--- src/rtl/ann_pkg.sv ---
// ann_pkg: shared types, widths and requantizer for the digit-recognition ANN datapath
package ann_pkg;
    localparam int DATA_W = 8;
    localparam int PROD_W = 16;
    localparam int ACC_W = 32;
    typedef enum logic [2:0] {IDLE, RUN, DRAIN, BIAS, OUT} state_t;
    function automatic logic signed [DATA_W-1:0] requant(input logic signed [63:0] a, input int shift, input logic relu);
        logic signed [63:0] v;
        v = a >>> shift;
        v = (relu && v < 0) ? 64'sd0 : v;
        return v > 64'sd127 ? 8'h7f : v < -64'sd128 ? 8'h80 : v[DATA_W-1:0];
    endfunction
endpackage

--- src/rtl/mult.sv ---
// Mult: combinational signed 8x8 multiplier (x, w in; 16-bit signed product o out)
module Mult import ann_pkg::*; (
    input  logic signed [DATA_W-1:0] x,
    input  logic signed [DATA_W-1:0] w,
    output logic signed [PROD_W-1:0] o
);
    assign o = x * w;
endmodule

--- src/rtl/neuron_mac_seq.sv ---
// neuron_mac_seq: sequences one neuron's MAC over X/W memories, adds bias, requantizes and applies ReLU
//   clk, rst_n (async active-low); start/bias from layer controller; rd_en/rd_addr to X/W memories;
//   x_data/w_data back one cycle after rd_en; busy, done pulse and held signed 8-bit result out.
module neuron_mac_seq import ann_pkg::*; #(
    parameter int N_INPUTS = 784,
    parameter int ADDR_W = 10,
    parameter int ACC_W = ann_pkg::ACC_W,
    parameter int SHIFT = 7,
    parameter int RELU = 1
) (
    input  logic                     clk,
    input  logic                     rst_n,
    input  logic                     start,
    input  logic signed [ACC_W-1:0]  bias,
    output logic                     rd_en,
    output logic [ADDR_W-1:0]        rd_addr,
    input  logic signed [DATA_W-1:0] x_data,
    input  logic signed [DATA_W-1:0] w_data,
    output logic                     busy,
    output logic                     done,
    output logic signed [DATA_W-1:0] result
);
    localparam logic [ADDR_W-1:0] LAST = ADDR_W'(N_INPUTS - 1);
    state_t state, nxt;
    logic [ADDR_W-1:0] cnt;
    logic signed [ACC_W-1:0] acc, bias_r, acc_b;
    logic signed [PROD_W-1:0] prod;
    logic pair_v;
    Mult u_mult (.x(x_data), .w(w_data), .o(prod));
    // counter stops on the last address so rd_addr holds it after the sweep
    assign rd_addr = cnt;
    assign acc_b = acc + bias_r;
    always_comb begin
        nxt = state;
        rd_en = 1'b0;
        busy = 1'b0;
        done = 1'b0;
        nxt = state == IDLE ? (start ? RUN : IDLE) :
              state == RUN ? (cnt == LAST ? DRAIN : RUN) :
              state == DRAIN ? BIAS :
              state == BIAS ? OUT : IDLE;
        rd_en = state == RUN;
        busy = state != IDLE;
        done = state == OUT;
    end
    // pair_v marks the cycle where memory data answers last cycle's read
    always_ff @(posedge clk or negedge rst_n) begin
        if (!rst_n) begin
            state <= IDLE;
            cnt <= '0;
            acc <= '0;
            bias_r <= '0;
            pair_v <= 1'b0;
            result <= '0;
        end else begin
            state <= nxt;
            pair_v <= rd_en;
            if (state == IDLE && start) begin
                acc <= '0;
                bias_r <= bias;
                cnt <= '0;
            end
            if (state == RUN && cnt != LAST) cnt <= cnt + 1'b1;
            if (pair_v) acc <= acc + {{(ACC_W-PROD_W){prod[PROD_W-1]}}, prod};
            // result is registered here so it is already valid while done is high in OUT
            if (state == BIAS) begin
                acc <= acc_b;
                result <= requant(64'(acc_b), SHIFT, RELU != 0);
            end
        end
    end
endmodule
--- config.mk ---
export PLATFORM = sky130hd
export DESIGN_NAME = neuron_mac_seq
export DESIGN_NICKNAME = d
export VERILOG_FILES = /design/src/rtl/ann_pkg.sv /design/src/rtl/mult.sv /design/src/rtl/neuron_mac_seq.sv
export SDC_FILE = /design/constraint.sdc
export NUM_CORES = 1
export LEC_CHECK = 0
export ABC_AREA = 1
export CAP_MARGIN = 0
export CORE_ASPECT_RATIO = 1.2
export CORE_MARGIN = 5
export CORE_UTILIZATION = 56
export DETAILED_ROUTE_END_ITERATION = 10
export PLACE_DENSITY = 0.85
export SLEW_MARGIN = 20
export SYNTH_ARGS = -nofsm -noshare
export SYNTH_HDL_FRONTEND = slang
export SYNTH_SLANG_ARGS = --single-unit
export TNS_END_PERCENT = 30
--- constraint.sdc ---
create_clock -name clk -period 2.57 [get_ports clk]
set_clock_uncertainty 0.1 [all_clocks]
set_input_delay 0.257 -clock clk [delete_from_list [all_inputs] [get_ports clk]]
set_output_delay 0.257 -clock clk [all_outputs]
set_load 0.01 [all_outputs]
==> metrics.txt, run 1 <==
result of the run finished, violations left; failing checks negative setup slack; crit start category input pin; Max FO, Critical Path 7; routability-driven placement congestion ratio 1.00; data required time at the worst endpoint 2.77 ns; capturing element type of the critical path register; Post-Route Setup TNS -72.85 ns; Root Driver sky130_fd_sc_hd__clkbuf_16; die width 134 um; depth of the CTS H-tree 3; synthesis-stage register bit count 86; Max stage delay cell, worst path sky130_fd_sc_hd__fa_1; final cycle utilization of the critical path 220%; starting density of the core 56.8%; pin slew with the least headroom to its limit 1.00 ns; number of enable flip-flop cells after synthesis 0; Area after DPL 0.0133 mm^2; dominant synthesized flop cell sky130_fd_sc_hd__dfrtp_1; Die ar. 0.0213 mm^2; DRC violation total after the first TritonRoute iteration 1280; worst slack at placement -3.67 ns; Met3 Wirelength 2970 um; count of warnings emitted by yosys 0; later-pin clock latency in the skew report 0.36 ns; final setup vio count 36; Post-Synthesis Cell Area 0.0103 mm^2; final period demand of the worst path 5.66 ns; instance count of the mapped netlist 1556; leading cell types in the layout, fill and taps excluded sky130_fd_sc_hd__nand2_1, sky130_fd_sc_hd__inv_1, sky130_fd_sc_hd__buf_4; critical path arrival 5.86 ns; ranking of synthesized cells by area sky130_fd_sc_hd__dfrtp_1, sky130_fd_sc_hd__nand2_1, sky130_fd_sc_hd__ha_1; most frequent standard cell in the layout excluding fill and tap cells sky130_fd_sc_hd__nand2_1; sequential area share after synthesis 20.8%; top routing layer in use met4; HP Class input pin to register; via count of the first global-routing pass 11800; die boundary height 159 um; Clock Path Buffers 2; worst setup slack after layout -3.09 ns; routed via count divided by cell count 5.80; sum of met2 wire segment lengths after detailed routing 18400 um; wire length of the first global-routing pass 56200 um; detailed-routing wirelength on met1 14300 um; number of input and output port buffers inserted 71; pin count of the biggest net entering global routing 75; CTS tree yes; Post-layout nets 2052; final hold violation count 0; CP peak stage delay 0.58 ns; post-synthesis average cell area 6.64 um^2; remaining routing DRC violations 0; proportion of register bits with asynchronous set or reset after synthesis 100%; total congestion overflow 0; Post-DP HPWL 26600 um; remaining antenna violation count 0; diodes inserted 0; distinct cell type count after synthesis 46; f_max 177 MHz; antenna violations before repair 0; final routed wirelength across all metal layers 38300 um; placeable core region 0.0182 mm^2; drt first pass iters 6; final cell utilization of the core 80.2%; remaining max-slew budget at the tightest pin 33.4%; Final Slew Violations 0; unrepaired setup endpoints after global routing yes; I/O pin cnt 72; final standard cell area without fillers 0.0146 mm^2; total clock sinks 86; layout overhead on the synthesized area 41.1%; area share of the largest cell type after synthesis 20.8%; routed length per instance 18.4 um; fraction of final layout cells sized beyond drive strength 1 27.7%; number of rows created at floorplan 54; CTS Buf Count 9; Post-Syn Nets 1758; biggest area consumer among synthesized cells sky130_fd_sc_hd__dfrtp_1; category of the most critical setup path input pin to register; global-route total usage across every layer 32.4%; overall via count from detail_route 12100; CTS clk-pin slew, worst paths 0.08 ns; number of max-capacitance violations reported 0
layout make-up:
type                       instances  area [um^2]
multi-input combinational       1149         8200
fill                            1107         3600
timing repair buffer             311         2520
sequential                        86         2150
inverter                         293         1110
tap                              224          280
clock buffer                      10          239
clock inverter                     6         68.8
worst max-delay path: cells and delay by family:
family / cells / cell delay, ns
compound gates: 4 / 0.87
simple gates: 11 / 1.35
fa+ha+maj: 6 / 2.49
buf+inv: 7 / 0.89
layer usage:
layer  up-vias  global-route usage, %
met5         -                      0
met4         0                   14.0
met1      5572                   39.2
met3       250                   4.05
li1       5475                      -
met2       759                   57.6
per-stage QoR:
step | hold slack, ns | cells
floorplan | -0.139 | 1556
global placement | 0.349 | 2036
detailed placement | 0.363 | 2036
CTS | 0.330 | 2071
global route | 0.349 | 2079
finish | 0.326 | 2079
logic make-up after synthesis:
kind of cell | share of synthesized area [%]
compound gates | 11.0
xor+xnor | 3.05
fa+ha+maj | 22.4
buf+inv | 11.8
flops | 20.8
simple gates | 30.9
what timing repair did:
action	4_1_cts	5_1_grt
setup endpoints to repair	37	36
pin swaps	71	75
cloned	2	0
resized for setup	188	110
buffers inserted	17	11
hold buffers	1	0
endpoints found under the hold margin	26	0
synth_stat cells, types with 2 or more instances:
cell type                  instances
sky130_fd_sc_hd__inv_1           289
sky130_fd_sc_hd__nand2_1         526
sky130_fd_sc_hd__a31oi_1           3
sky130_fd_sc_hd__nand3_2           4
sky130_fd_sc_hd__a221oi_1          2
sky130_fd_sc_hd__nand3b_1          3
sky130_fd_sc_hd__o21ai_0          52
sky130_fd_sc_hd__o22ai_1           2
sky130_fd_sc_hd__nand2_2           8
sky130_fd_sc_hd__or2_2             4
sky130_fd_sc_hd__clkinv_1          3
sky130_fd_sc_hd__nor2_2            7
sky130_fd_sc_hd__nor2_4            3
sky130_fd_sc_hd__nor4_1            3
sky130_fd_sc_hd__o21a_1            3
sky130_fd_sc_hd__nand3_1          72
sky130_fd_sc_hd__o21bai_1          5
sky130_fd_sc_hd__dfrtp_1          86
sky130_fd_sc_hd__ha_1             94
sky130_fd_sc_hd__buf_2             3
sky130_fd_sc_hd__o211ai_1         17
sky130_fd_sc_hd__nor3_1           14
sky130_fd_sc_hd__or2_1             2
sky130_fd_sc_hd__fa_1             57
sky130_fd_sc_hd__xor2_1           21
sky130_fd_sc_hd__o31ai_1           2
sky130_fd_sc_hd__o21ai_2           3
sky130_fd_sc_hd__a21o_1            3
sky130_fd_sc_hd__and2_4            2
sky130_fd_sc_hd__nor2_1           86
sky130_fd_sc_hd__a21boi_0          7
sky130_fd_sc_hd__nand4_1          24
sky130_fd_sc_hd__a21oi_1          89
sky130_fd_sc_hd__clkbuf_1         26
sky130_fd_sc_hd__and2_1            3
sky130_fd_sc_hd__xnor2_1          15
sky130_fd_sc_hd__o221ai_1          4
sequential cells by signal, indices dropped and copies added (netlist names):
name / count
result: 8
bias_r: 32
rd_addr: 10
acc: 32
state: 3
pair_v: 1
path summary, 6_finish.rpt:
check | from | end | slack (ns) | depth (start not counted)
worst max-delay path | w_data[3] | acc[20] | -3.09 | 28
worst min-delay path | bias[27] | bias_r[27] | 0.33 | 3
worst max register to register | acc[0] | result[4] | -0.18 | 16
worst min register to register | result[2] | result[2] | 0.39 | 2
max in group asynchronous | rst_n | result[5] | 1.12 | 3
min in group asynchronous | rst_n | acc[22] | 0.51 | 2
Power of run 1 is not shown: default switching activity piles up to over one toggle a cycle in this logic, so the estimate is an artifact.
==> run 2, diff against run 1 <==
--- a/config.mk
+++ b/config.mk
@@ -11,6 +11,7 @@
 export CORE_MARGIN = 5
 export CORE_UTILIZATION = 56
 export DETAILED_ROUTE_END_ITERATION = 10
+export GPL_TIMING_DRIVEN = 0
 export PLACE_DENSITY = 0.85
 export SLEW_MARGIN = 20
 export SYNTH_ARGS = -nofsm -noshare
==> metrics.txt, run 2 (synthesized netlist as in run 1, its figures left out) <==
I/O pin cnt 72 (unchanged); worst setup slack after layout -2.86 ns (+0.226 ns); failing checks negative setup slack; Root Driver sky130_fd_sc_hd__clkbuf_16; Final Slew Violations 0 (unchanged); routability-driven placement congestion ratio 1.00 (-0.25%); antenna violations before repair 0 (unchanged); worst slack at placement -3.83 ns (-0.164 ns); remaining max-slew budget at the tightest pin 50.3% (+17 points); via count of the first global-routing pass 10600 (-9.6%); Post-DP HPWL 24600 um (-7.5%); die boundary height 159 um (unchanged); leading cell types in the layout, fill and taps excluded sky130_fd_sc_hd__nand2_1, sky130_fd_sc_hd__inv_1, sky130_fd_sc_hd__dfrtp_1; depth of the CTS H-tree 3 (unchanged); result of the run finished, violations left; HP Class input pin to async pin; starting density of the core 56.8% (unchanged); diodes inserted 0 (unchanged); final routed wirelength across all metal layers 32000 um (-16%); fraction of final layout cells sized beyond drive strength 1 17.5% (-10 points); CTS clk-pin slew, worst paths 0.06 ns (-0.02 ns); total clock sinks 86 (unchanged); later-pin clock latency in the skew report 0.36 ns (about the same); number of input and output port buffers inserted 56 (-21%); Die ar. 0.0213 mm^2 (unchanged); number of max-capacitance violations reported 0 (unchanged); remaining routing DRC violations 0 (unchanged); pin slew with the least headroom to its limit 0.746 ns (-0.254 ns); total congestion overflow 0 (unchanged); layout overhead on the synthesized area 27.4%; CP peak stage delay 0.56 ns (-0.02 ns); f_max 184 MHz (+4.2%); routed length per instance 16.9 um (-8.1%); crit start category input pin; number of rows created at floorplan 54 (unchanged); data required time at the worst endpoint 2.71 ns (-0.06 ns); routed via count divided by cell count 5.60 (-3.5%); final setup vio count 35 (-2.8%); Max stage delay cell, worst path sky130_fd_sc_hd__fa_1; most frequent standard cell in the layout excluding fill and tap cells sky130_fd_sc_hd__nand2_1; critical path arrival 5.57 ns (-0.29 ns); DRC violation total after the first TritonRoute iteration 818 (-36%); Post-Route Setup TNS -68.00 ns (+4.84 ns); remaining antenna violation count 0 (unchanged); pin count of the biggest net entering global routing 48 (-36%); category of the most critical setup path input pin to register; capturing element type of the critical path register; drt first pass iters 6 (unchanged); CTS Buf Count 9 (unchanged); CTS tree yes; global-route total usage across every layer 29.5% (-2.9 points); unrepaired setup endpoints after global routing yes; Post-layout nets 1862 (-9.3%); final cycle utilization of the critical path 211% (-8.8 points); Max FO, Critical Path 8 (+1); placeable core region 0.0182 mm^2 (unchanged); final period demand of the worst path 5.43 ns (-0.226 ns); Clock Path Buffers 2 (unchanged); final cell utilization of the core 72.4% (-7.8 points); final hold violation count 0 (unchanged); wire length of the first global-routing pass 51400 um (-8.5%); overall via count from detail_route 10600 (-12%); die width 134 um (unchanged)
-- run 2: worst paths after layout --
check / startpoint / endpoint / slack, ns / depth (start not counted)
setup / recovery: x_data[7] / acc[31] / -2.86 / 30
hold / removal: rst_n / acc[28] / 0.33 / 2
setup reg to reg: acc[15] / result[0] / -0.29 / 14
hold reg to reg: result[1] / result[1] / 0.39 / 2
max in group asynchronous: rst_n / bias_r[4] / 1.43 / 3
min in group clk: bias[29] / bias_r[29] / 0.33 / 3
-- run 2: stage by stage --
step / std cells / area (um^2) / hold slack [ns]
after floorplan: 1556 / 10900 / -0.139
after global placement: 1836 / 11700 / 0.368
after detailed placement: 1837 / 11700 / 0.166
after CTS: 1883 / 12700 / 0.329
after global routing: 1889 / 13200 / 0.340
final: 1889 / 13200 / 0.333
-- run 2: critical path, delay by kind of cell --
kind            cells  cell delay [ns]
fa+ha+maj           6             2.51
simple gates       13             1.36
compound gates      3             0.58
buf+inv             8             0.86
-- run 2: metal layers --
metal	share of wire (%)	global-route usage (%)	vias up	wire length, um
li1	-	-	5111	-
met1	39	36.3	4968	12600
met3	5.3	2.88	98	1680
met5	0	0	-	0
met4	4.1	12.0	0	1320
met2	51	52.8	393	16400
-- run 2: cell type report --
class / instances / area (um^2)
buffer: 30 / 275
tap: 224 / 280
multi-input combinational: 1148 / 8120
fill: 1349 / 5010
sequential: 86 / 2150
inverter: 293 / 1120
clock buffer: 9 / 225
timing repair buffer: 92 / 912
clock inverter: 7 / 80.1
-- run 2: timing repair --
item | 4_1_cts | 5_1_grt
hold buffers | 1 | 0
pin swaps | 66 | 50
hold endpoints to repair | 39 | 0
gates cloned | 1 | 0
endpoints found under the setup margin | 36 | 40
gates resized for setup | 122 | 96
setup buffers | 28 | 6
Power of run 2 is left out for the same reason.
